===== src/rtl/sub_layer_join_ctrl.sv =====
// Joins two independent valid/ready word streams into lock-step pairs for sub_layer, with frame sequencing.
// Optional feature macro: SUB_JOIN_PERF_EN adds a saturating stall-cycle counter on stall_cnt_o.
module sub_layer_join_ctrl #(
  parameter int WORD_SIZE  = 16,
  parameter int FIFO_DEPTH = 4,
  parameter int FRAME_LEN  = 5
) (
  input  logic                        clk_i,
  input  logic                        reset_i,
  input  logic                        valid1_i,
  output logic                        ready1_o,
  input  logic signed [WORD_SIZE-1:0] data1_i,
  input  logic                        valid2_i,
  output logic                        ready2_o,
  input  logic signed [WORD_SIZE-1:0] data2_i,
  output logic [1:0]                  valid_o,
  input  logic                        ready_i,
  output logic signed [WORD_SIZE-1:0] data1_r_o,
  output logic signed [WORD_SIZE-1:0] data2_r_o,
  output logic                        last_o,
  output logic                        frame_done_o,
  output logic                        busy_o
`ifdef SUB_JOIN_PERF_EN
  ,
  output logic [31:0]                 stall_cnt_o
`endif
);

  localparam int PW = $clog2(FIFO_DEPTH);
  localparam int OW = $clog2(FIFO_DEPTH + 1);
  localparam int CW = (FRAME_LEN > 1) ? $clog2(FRAME_LEN) : 1;

  typedef enum logic [1:0] {eIDLE, eRUN, eDONE} state_e;

  state_e        state_q;
  logic [CW-1:0] pair_cnt_q;

  logic [1:0]                in_valid;
  logic [1:0]                push;
  logic [1:0]                full;
  logic [1:0]                nonempty;
  logic [1:0]                nonempty_d;
  logic [1:0][WORD_SIZE-1:0] din;
  logic [1:0][WORD_SIZE-1:0] head;
  logic                      pair_ok;
  logic                      pop;
  logic                      last_pair;

  assign in_valid = {valid2_i, valid1_i};
  assign din      = {data2_i, data1_i};

  // Side 0 feeds the minuend, side 1 the subtrahend; both sides pop together.
  for (genvar gi = 0; gi < 2; gi++) begin : g_side
    logic [WORD_SIZE-1:0] mem_q [FIFO_DEPTH];
    logic [PW-1:0]        wr_ptr_q;
    logic [PW-1:0]        rd_ptr_q;
    logic [OW-1:0]        cnt_q;
    logic [OW-1:0]        cnt_d;

    assign full[gi]       = (cnt_q == OW'(FIFO_DEPTH));
    assign nonempty[gi]   = (cnt_q != '0);
    assign nonempty_d[gi] = (cnt_d != '0);
    assign push[gi]       = in_valid[gi] && !full[gi] && !reset_i;
    assign head[gi]       = mem_q[rd_ptr_q];

    always_comb begin
      cnt_d = cnt_q;
      if (push[gi] && !pop) begin
        cnt_d = cnt_q + OW'(1);
      end else if (!push[gi] && pop) begin
        cnt_d = cnt_q - OW'(1);
      end
    end

    always_ff @(posedge clk_i) begin
      if (push[gi]) begin
        mem_q[wr_ptr_q] <= din[gi];
      end
    end

    always_ff @(posedge clk_i) begin
      if (reset_i) begin
        wr_ptr_q <= '0;
        rd_ptr_q <= '0;
        cnt_q    <= '0;
      end else begin
        if (push[gi]) begin
          wr_ptr_q <= wr_ptr_q + PW'(1);
        end
        if (pop) begin
          rd_ptr_q <= rd_ptr_q + PW'(1);
        end
        cnt_q <= cnt_d;
      end
    end
  end

  assign pair_ok   = (state_q == eRUN) && (&nonempty) && !reset_i;
  assign pop       = pair_ok && ready_i;
  assign last_pair = pair_ok && (pair_cnt_q == CW'(FRAME_LEN - 1));

  // Looking at next-state occupancy lets a word written at one edge show up right after it.
  always_ff @(posedge clk_i) begin
    if (reset_i) begin
      state_q    <= eIDLE;
      pair_cnt_q <= '0;
    end else begin
      case (state_q)
        eIDLE: begin
          if (&nonempty_d) begin
            state_q <= eRUN;
          end
        end
        eRUN: begin
          if (pop) begin
            if (last_pair) begin
              pair_cnt_q <= '0;
              state_q    <= eDONE;
            end else begin
              pair_cnt_q <= pair_cnt_q + CW'(1);
            end
          end
        end
        eDONE:   state_q <= eIDLE;
        default: state_q <= eIDLE;
      endcase
    end
  end

  assign valid_o      = {2{pair_ok}};
  assign last_o       = last_pair;
  assign frame_done_o = (state_q == eDONE) && !reset_i;
  assign busy_o       = (state_q != eIDLE) || (|nonempty);
  assign ready1_o     = !full[0] && !reset_i;
  assign ready2_o     = !full[1] && !reset_i;
  assign data1_r_o    = head[0];
  assign data2_r_o    = head[1];

`ifdef SUB_JOIN_PERF_EN
  logic [31:0] stall_cnt_q;

  always_ff @(posedge clk_i) begin
    if (reset_i) begin
      stall_cnt_q <= '0;
    end else if (pair_ok && !ready_i && (stall_cnt_q != '1)) begin
      stall_cnt_q <= stall_cnt_q + 32'd1;
    end
  end

  assign stall_cnt_o = stall_cnt_q;
`endif

endmodule


===== config.mk =====
export PLATFORM = sky130hd
export DESIGN_NAME = sub_layer_join_ctrl
export DESIGN_NICKNAME = d
export VERILOG_FILES = /design/src/rtl/sub_layer_join_ctrl.sv
export SDC_FILE = /design/constraint.sdc
export NUM_CORES = 1
export LEC_CHECK = 0
export BUFFER_PORTS_ARGS = -buffer_cell sky130_fd_sc_hd__clkbuf_2
export CORE_AREA = 2 2 135 137
export DETAILED_ROUTE_END_ITERATION = 6
export DIE_AREA = 0 0 137 139
export HOLD_SLACK_MARGIN = 0.03
export MAX_ROUTING_LAYER = met4
export PLACE_DENSITY = 0.6
export SYNTH_ARGS = -nofsm -noshare
export SYNTH_HDL_FRONTEND = slang
export SYNTH_SLANG_ARGS = --single-unit

===== constraint.sdc =====
create_clock -name clk_i -period 1.82 [get_ports clk_i]
set_input_delay 0.091 -clock clk_i [delete_from_list [all_inputs] [get_ports clk_i]]
set_output_delay 0.091 -clock clk_i [all_outputs]
set_load 0.005 [all_outputs]

==> results.md, run 1 <==
* Status: completed
* Tmin final at 1796 ps
* Core area at 0.01766 mm2
* # rows at 49
* Reg2reg start: g_side[0].cnt_q[0]
* TritonCTS buffer count at 17
* Synth top cells by count: edfxtp_1 (128), mux4_2 (32), dfxtp_1 (23)
* Ys flop type: edfxtp_1
* Avg WL per Cell at 15.57 um
* Distinct cells, synth at 44
* Share of Yosys cell area claimed by the top area cell type at 63.99%
* Slew Limit Fails at 0
* Gr usage total at 12.83%
* Final Setup Violations at 0
* Global-route wire length before repair at 17.88 mm
* Post-route ant nets at 0
* Maximum root-to-sink buffer count at 2
* Initial Util at 34.02%
* Cell Chain, Critical Path: inv_2 > ha_4 > a21oi_4 > and2_4 > buf_4 > xnor2_2 > o31a_1 > a32oi_2 > o22ai_1
* Worst-Margin Slew at 368.0 ps
* Critical Path AT at 2090 ps
* Final #Nets at 519
* Worst-path clk slew at 60 ps
* Post-DP HPWL at 7.197 mm
* CP startpoint kind: register
* Initial antenna violation count at 0
* Fin crit share at 98.67%
* Most frequent cell after synthesis: edfxtp_1
* Reg power frac at 49.8%
* Synth-to-layout area growth at 31.81%
* Worst VDD drop at 0.5859 mV
* Initial DRC Count at 236
* Post-synth EDFFs at 128
* Area of placed instances at 0.006913 mm2
* Port-buffer cells at 75
* Final Non-Filler Cells at 708
* Worst Setup SP: g_side[0].cnt_q[0]
* PD cells at 985.6 mW/mm2
* DRC at 0
* Synthesis-stage register bit count at 151
* Worst skew pair latency at 420 ps
* Syn Inst Count at 321
* Switching share of total power at 22.18%
* Die area at 0.01904 mm2
* Syn nets at 374
* Top post-synthesis cells by area: edfxtp_1 (64%), mux4_2 (12%), dfxtp_1 (7.7%)
* Pre-antenna DRT Iters at 4
* Final hold vios at 0
* I/O pin count at 76
* Die H at 139 um
* CP peak stage delay at 330 ps
* Largest net degree at the start of global routing at 17
* Comb pwr share at 7.7%
* Power share of the clock group at 42.5%
* Critical path required time at 2120 ps
* Clock Sinks at 151
* Top cell type by total area after synthesis: edfxtp_1
* Unrepaired setup endpoints after global routing: yes
* Max Clock Freq at 556.9 MHz
* Avg Cell Area, Syn at 18.71 um2
* Sequential fraction of the synthesis area at 71.65%
* Total leakage power at 0.002833 uW
* FF-to-FF End: state_q[0]
* Crit Path Max Fanout at 5
* Hold WC Path Type: in -> reg
* R2R Setup Slk at 20 ps
* GR Overflow Total at 0
* Yosys warnings at 0
* Vias in the first global route at 3517
* CP Class: reg -> reg
* R2r worst-path depth at 9
* CTS tree: yes
* Layout cells sized above 1 at 41.54%
* Post-DR vias/cell at 4.603
* Design Area, Final at 0.007918 mm2
* Int Power at 6072 uW
* Chip width at 137 um
* CP max-delay cell: dfxtp_2
* Net Sw Power at 1731 uW
* CTS root buffer: clkbuf_16
* Slew HR at 75.28%
* Antenna fix cells at 0
* Worst-case clock skew at 7.609 ps
* Min Hold Slack at 73.37 ps
* MaxCap Viol Count at 0
* Routed wire length at 11.02 mm
* Setup crit end: state_q[0]
* Netlist Area Pre-Place at 0.006007 mm2
* Async SR Flop Fraction at 0%
* Worst setup EP type: register
* Vias at 3259
* Placed cell count at 637
* H-tree lvl count at 4
* GPL Wtd Cong at 0.8213
==> placed cells by master, fill, tap and decap left out, drive strengths merged, types with 2 or more instances in the layout <==
master,count
a211oi,3
inv,16
nor3,4
a311oi,2
clkbuf,91
nand2b,2
nor2,17
dfxtp,23
a21boi,2
dlygate4sd3,33
clkinv,6
xor2,2
buf,35
clkinvlp,2
mux2i,3
nor3b,3
nor2b,3
nand2,11
o21ai,2
ha,16
nand3b,2
edfxtp,128
nand3,2
a21oi,6
mux4,32
xnor2,9
and3,11
==> registers in the layout, summed over array words and instances (netlist names), named ones only <==
signal,count
g_side.cnt_q,6
g_side.mem_q,128
g_side.rd_ptr_q,4
g_side.wr_ptr_q,4
pair_cnt_q,3
state_q,2
==> what timing repair did <==
item / 4_1_cts / 5_1_grt
gates resized for setup: 4 / 11
endpoints found under the setup margin: 4 / 60
cloned: 0 / 0
hold buffers: 33 / 0
buffers inserted: 2 / 4
pin swaps: 4 / 4
endpoints found under the hold margin: 129 / 0
==> cells by family after synthesis <==
kind of cell	Yosys count	synth area share, %
xor gates and xnor gates	11	1.729
buffers and inverters	26	2.333
muxes	35	12.50
DFF	151	71.65
adders and majority gates	16	3.333
AOI/OAI and AO/OA	20	2.687
and+or+nand+nor	62	5.770
==> how the worst min path moves through the flow <==
stage	endpoint	cells after the start	slack, ps	startpoint
after global placement	g_side[0].mem_q[1][14]	1	300	data1_i[14]
final	g_side[0].wr_ptr_q[0]	3	70	reset_i
after CTS	g_side[0].wr_ptr_q[0]	3	50	reset_i
after global routing	g_side[0].wr_ptr_q[0]	3	90	reset_i
after detailed placement	g_side[0].mem_q[1][3]	1	310	data1_i[3]
after floorplan	g_side[0].mem_q[0][0]	0	190	data1_i[0]
==> stage by stage <==
step | utilization [%] | setup TNS (ps) | power [uW] | setup slack [ps]
2_1_floorplan | - | -20.46 | 4220 | -20.46
3_3_place_gp | 39.15 | 0 | 4441 | 39.35
3_5_place_dp | 39.15 | -74.96 | 4461 | -74.96
4_1_cts | 44.42 | 0 | 7869 | 7.507
5_1_grt | 44.84 | -49.38 | 8108 | -20.32
6_report | 44.84 | 0 | 7804 | 24.23
==> power by group through the flow <==
stage	Clock (uW)	Sequential, uW	Combinational (uW)
5_1_grt	3560	3890	657
2_1_floorplan	0	3960	262
3_3_place_gp	0	3950	487
4_1_cts	3410	3890	577
3_5_place_dp	0	3960	500
6_report	3320	3890	597
==> critical path, delay by kind of cell (launching register included) <==
family / cells / cell delay, ps
AND/OR/NAND/NOR: 1 / 180
buffers and inverters: 2 / 230
adder cells (fa/ha/maj): 1 / 180
XOR/XNOR: 1 / 130
flip-flops: 1 / 330
AO/OA/AOI/OAI: 4 / 620
==> metal layers <==
metal	global-route usage (%)	wire [um]	up-vias
li1	-	-	1548
met1	15.01	4750	1643
met2	21.13	5762	51
met3	2.997	303	17
met4	5.372	207	0
met5	-	0	-
==> layout make-up <==
class / instances / area, um2
fillers: 1550 / 9739
flip-flops and latches: 151 / 4305
multi-input cells: 144 / 1634
repair buffers: 142 / 1086
clock buffers: 17 / 425.4
well taps: 229 / 286.5
clock inverters: 15 / 142.6
inverters: 10 / 37.54
Note: power is estimated with default switching activity, not from simulation.
==> inputs of run 2 (changes only) <==
--- a/config.mk
+++ b/config.mk
@@ -5,13 +5,14 @@
 export SDC_FILE = /design/constraint.sdc
 export NUM_CORES = 1
 export LEC_CHECK = 0
+export ABC_CLOCK_PERIOD_IN_PS = 1820
 export BUFFER_PORTS_ARGS = -buffer_cell sky130_fd_sc_hd__clkbuf_2
 export CORE_AREA = 2 2 135 137
 export DETAILED_ROUTE_END_ITERATION = 6
 export DIE_AREA = 0 0 137 139
 export HOLD_SLACK_MARGIN = 0.03
 export MAX_ROUTING_LAYER = met4
-export PLACE_DENSITY = 0.6
+export PLACE_DENSITY = 0.5
 export SYNTH_ARGS = -nofsm -noshare
 export SYNTH_HDL_FRONTEND = slang
 export SYNTH_SLANG_ARGS = --single-unit
==> run 2 against run 1 <==
The flow now finishes with violations (setup timing). Core utilization increased by 0.30 points. Total power up 3.6%. Cell count increased by 0.42%. Non-clock buffer count is 3 higher. Critical path depth is 1 lower. Fmax decreased by 1.6%. Sequential power about the same. Clock skew barely moved. Clock power increased by 8.1%. Setup slack lost 28 ps. Critical path type unchanged.
==> results.md, run 2 (synthesis gave the netlist of run 1 again) <==
* Global-route wire length before repair at 17.52 mm (-2.0%)
* MaxCap Viol Count at 0 (unchanged)
* Status: finished with violations
* Hold WC Path Type: in -> reg
* Synth-to-layout area growth at 32.68%
* R2R Setup Slk at -4 ps (-30 ps)
* Core area at 0.01766 mm2 (unchanged)
* Antenna fix cells at 0 (unchanged)
* Crit Path Max Fanout at 4 (-1)
* Unrepaired setup endpoints after global routing: yes
* Total leakage power at 0.002855 uW (+0.78%)
* Final TNS setup at -4.091 ps (-4.091 ps)
* Routed wire length at 11.12 mm (+0.91%)
* Switching share of total power at 21.33% (-0.86 points)
* Chip width at 137 um (unchanged)
* Post-route ant nets at 0 (unchanged)
* Vias at 3268 (+0.28%)
* Vias in the first global route at 3399 (-3.4%)
* Worst-Margin Slew at 270.1 ps (-97.81 ps)
* CTS tree: yes
* Initial antenna violation count at 0 (unchanged)
* Max Clock Freq at 548.2 MHz (-1.6%)
* Largest Register: g_side.mem_q
* Initial Util at 34.02% (unchanged)
* CP Buf/Inv Count at 1 (-1)
* Critical path required time at 2110 ps (about the same)
* Fin crit share at 100.2% (+1.6 points)
* CP top delay family: simple AND/OR/NAND/NOR gates
* CP max-delay cell: or3_1
* Slew Limit Fails at 0 (unchanged)
* Tmin final at 1824 ps (+28.32 ps)
* Die area at 0.01904 mm2 (unchanged)
* GR Overflow Total at 0 (unchanged)
* TritonCTS buffer count at 17 (unchanged)
* Failing checks: setup timing
* Commonest cells after routing, fill and taps aside: edfxtp_1 (128), clkbuf_2 (74), dlygate4sd3_1 (33), mux4_2 (32), buf_4 (27)
* I/O pin count at 76 (unchanged)
* CP startpoint kind: register
* Final hold vios at 0 (unchanged)
* Post-DR vias/cell at 4.596 (-0.15%)
* Pre-antenna DRT Iters at 4 (unchanged)
* Worst-path clk slew at 60 ps (about the same)
* Port-buffer cells at 75 (unchanged)
* Final Setup Violations at 1 (+1)
* Area of placed instances at 0.006920 mm2 (+0.11%)
* Worst-case clock skew at 7.980 ps (+0.3711 ps)
* Die H at 139 um (unchanged)
* Fillers at 1578 (+1.8%)
* Worst setup EP type: register
* Reg power frac at 48.1% (-1.7 points)
* Gr usage total at 12.74% (-0.096 points)
* CTS root buffer: clkbuf_16
* PD cells at 1014 mW/mm2 (+2.9%)
* Post-DP HPWL at 7.063 mm (-1.9%)
* Int Power at 6358 uW (+4.7%)
* Initial DRC Count at 178 (-25%)
* CP peak stage delay at 350 ps (+20 ps)
* Net Sw Power at 1724 uW (-0.44%)
* # rows at 49 (unchanged)
* Final #Nets at 522 (+0.58%)
* Slew HR at 81.99% (+6.7 points)
* Worst skew pair latency at 420 ps (about the same)
* Worst VDD drop at 0.5871 mV (+0.21%)
* CP Class: reg -> reg
* Final design utilization at 45.14% (+0.30 points)
* DRC at 0 (unchanged)
* Final worst setup slack at -4.091 ps (-28.32 ps)
* Maximum root-to-sink buffer count at 2 (unchanged)
* Design Area, Final at 0.007970 mm2 (+0.66%)
* H-tree lvl count at 4 (unchanged)
* Avg WL per Cell at 15.65 um (+0.48%)
* Clock Sinks at 151 (unchanged)
* Layout cells sized above 1 at 41.70% (+0.16 points)
* Largest net degree at the start of global routing at 18 (+1)
* Most common cell after layout, fill and taps aside: edfxtp_1
* Min Hold Slack at 101.4 ps (+28.08 ps)
* Power share of the clock group at 44.5% (+2.0 points)
* Cell Chain, Critical Path: inv_2 > ha_4 > a21oi_4 > and2_4 > nand2_4 > or3_1 > a32oi_1 > o22ai_1
* Critical Path AT at 2120 ps (+30 ps)
* GPL Wtd Cong at 0.7757 (-5.6%)
* Comb pwr share at 7.5% (-0.2 points)
* Max reg flops at 128 (unchanged)
* Largest regs: g_side.mem_q: 128 flops, g_side.cnt_q: 6 flops
## run 2: cell count changes in the layout (fill, tap and decap cells not counted), sizes merged
cell	before	now
buf	35	38
clkinv	6	4
bufinv	1	3
## run 2: layer usage
| layer | track usage, % | routed length [um] | up-vias |
|---|---|---|---|
| met5 | - | 0 | - |
| met4 | 4.395 | 133 | 0 |
| met3 | 3.801 | 385 | 11 |
| met2 | 20.40 | 5753 | 55 |
| met1 | 15.30 | 4852 | 1637 |
| li1 | - | - | 1565 |
## run 2: area by class of cell
cell class	instances	area (um2)	area share, %
Clock buffer	17	425.4	5.338
Clock inverter	15	190.2	2.386
Tap cell	229	286.5	3.595
Timing Repair Buffer	145	1109	13.91
Sequential cell	151	4309	54.07
Inverter	10	37.54	0.4710
Multi-Input combinational cell	144	1613	20.24
## run 2: power groups by stage
stage	registers (uW)	logic [uW]	clock network (uW)
after CTS	3880	598	3700
after global routing	3890	667	3840
after floorplan	3960	262	0
after detailed placement	3960	515	0
final	3880	603	3590
after global placement	3950	508	0
## run 2: worst paths after layout
check	start	to	cells after the start
hold reg to reg	pair_cnt_q[1]	pair_cnt_q[1]	2
setup reg to reg	g_side[0].cnt_q[0]	state_q[0]	8
hold / removal	reset_i	g_side[1].cnt_q[0]	3
setup / recovery	g_side[0].cnt_q[0]	state_q[0]	8
## run 2: worst min-delay path: stages
cell and delay (ps):
clkbuf_2 160, buf_4 180, nor2_1 50
## run 2: timing repair
item,4_1_cts,5_1_grt
endpoints found under the setup margin,4,5
pin swaps,6,9
gates resized for setup,6,9
buffers inserted,4,4
hold buffers,33,0
endpoints found under the hold margin,129,0
## run 2: stage by stage
| stage | instances | total power [uW] | setup slack (ps) |
|---|---|---|---|
| finish | 711 | 8081 | -4.091 |
| global route | 711 | 8395 | -93.86 |
| CTS | 707 | 8178 | 8.020 |
| detailed placement | 638 | 4473 | -48.85 |
| global placement | 638 | 4461 | -5.867 |
| floorplan | 321 | 4220 | -20.46 |
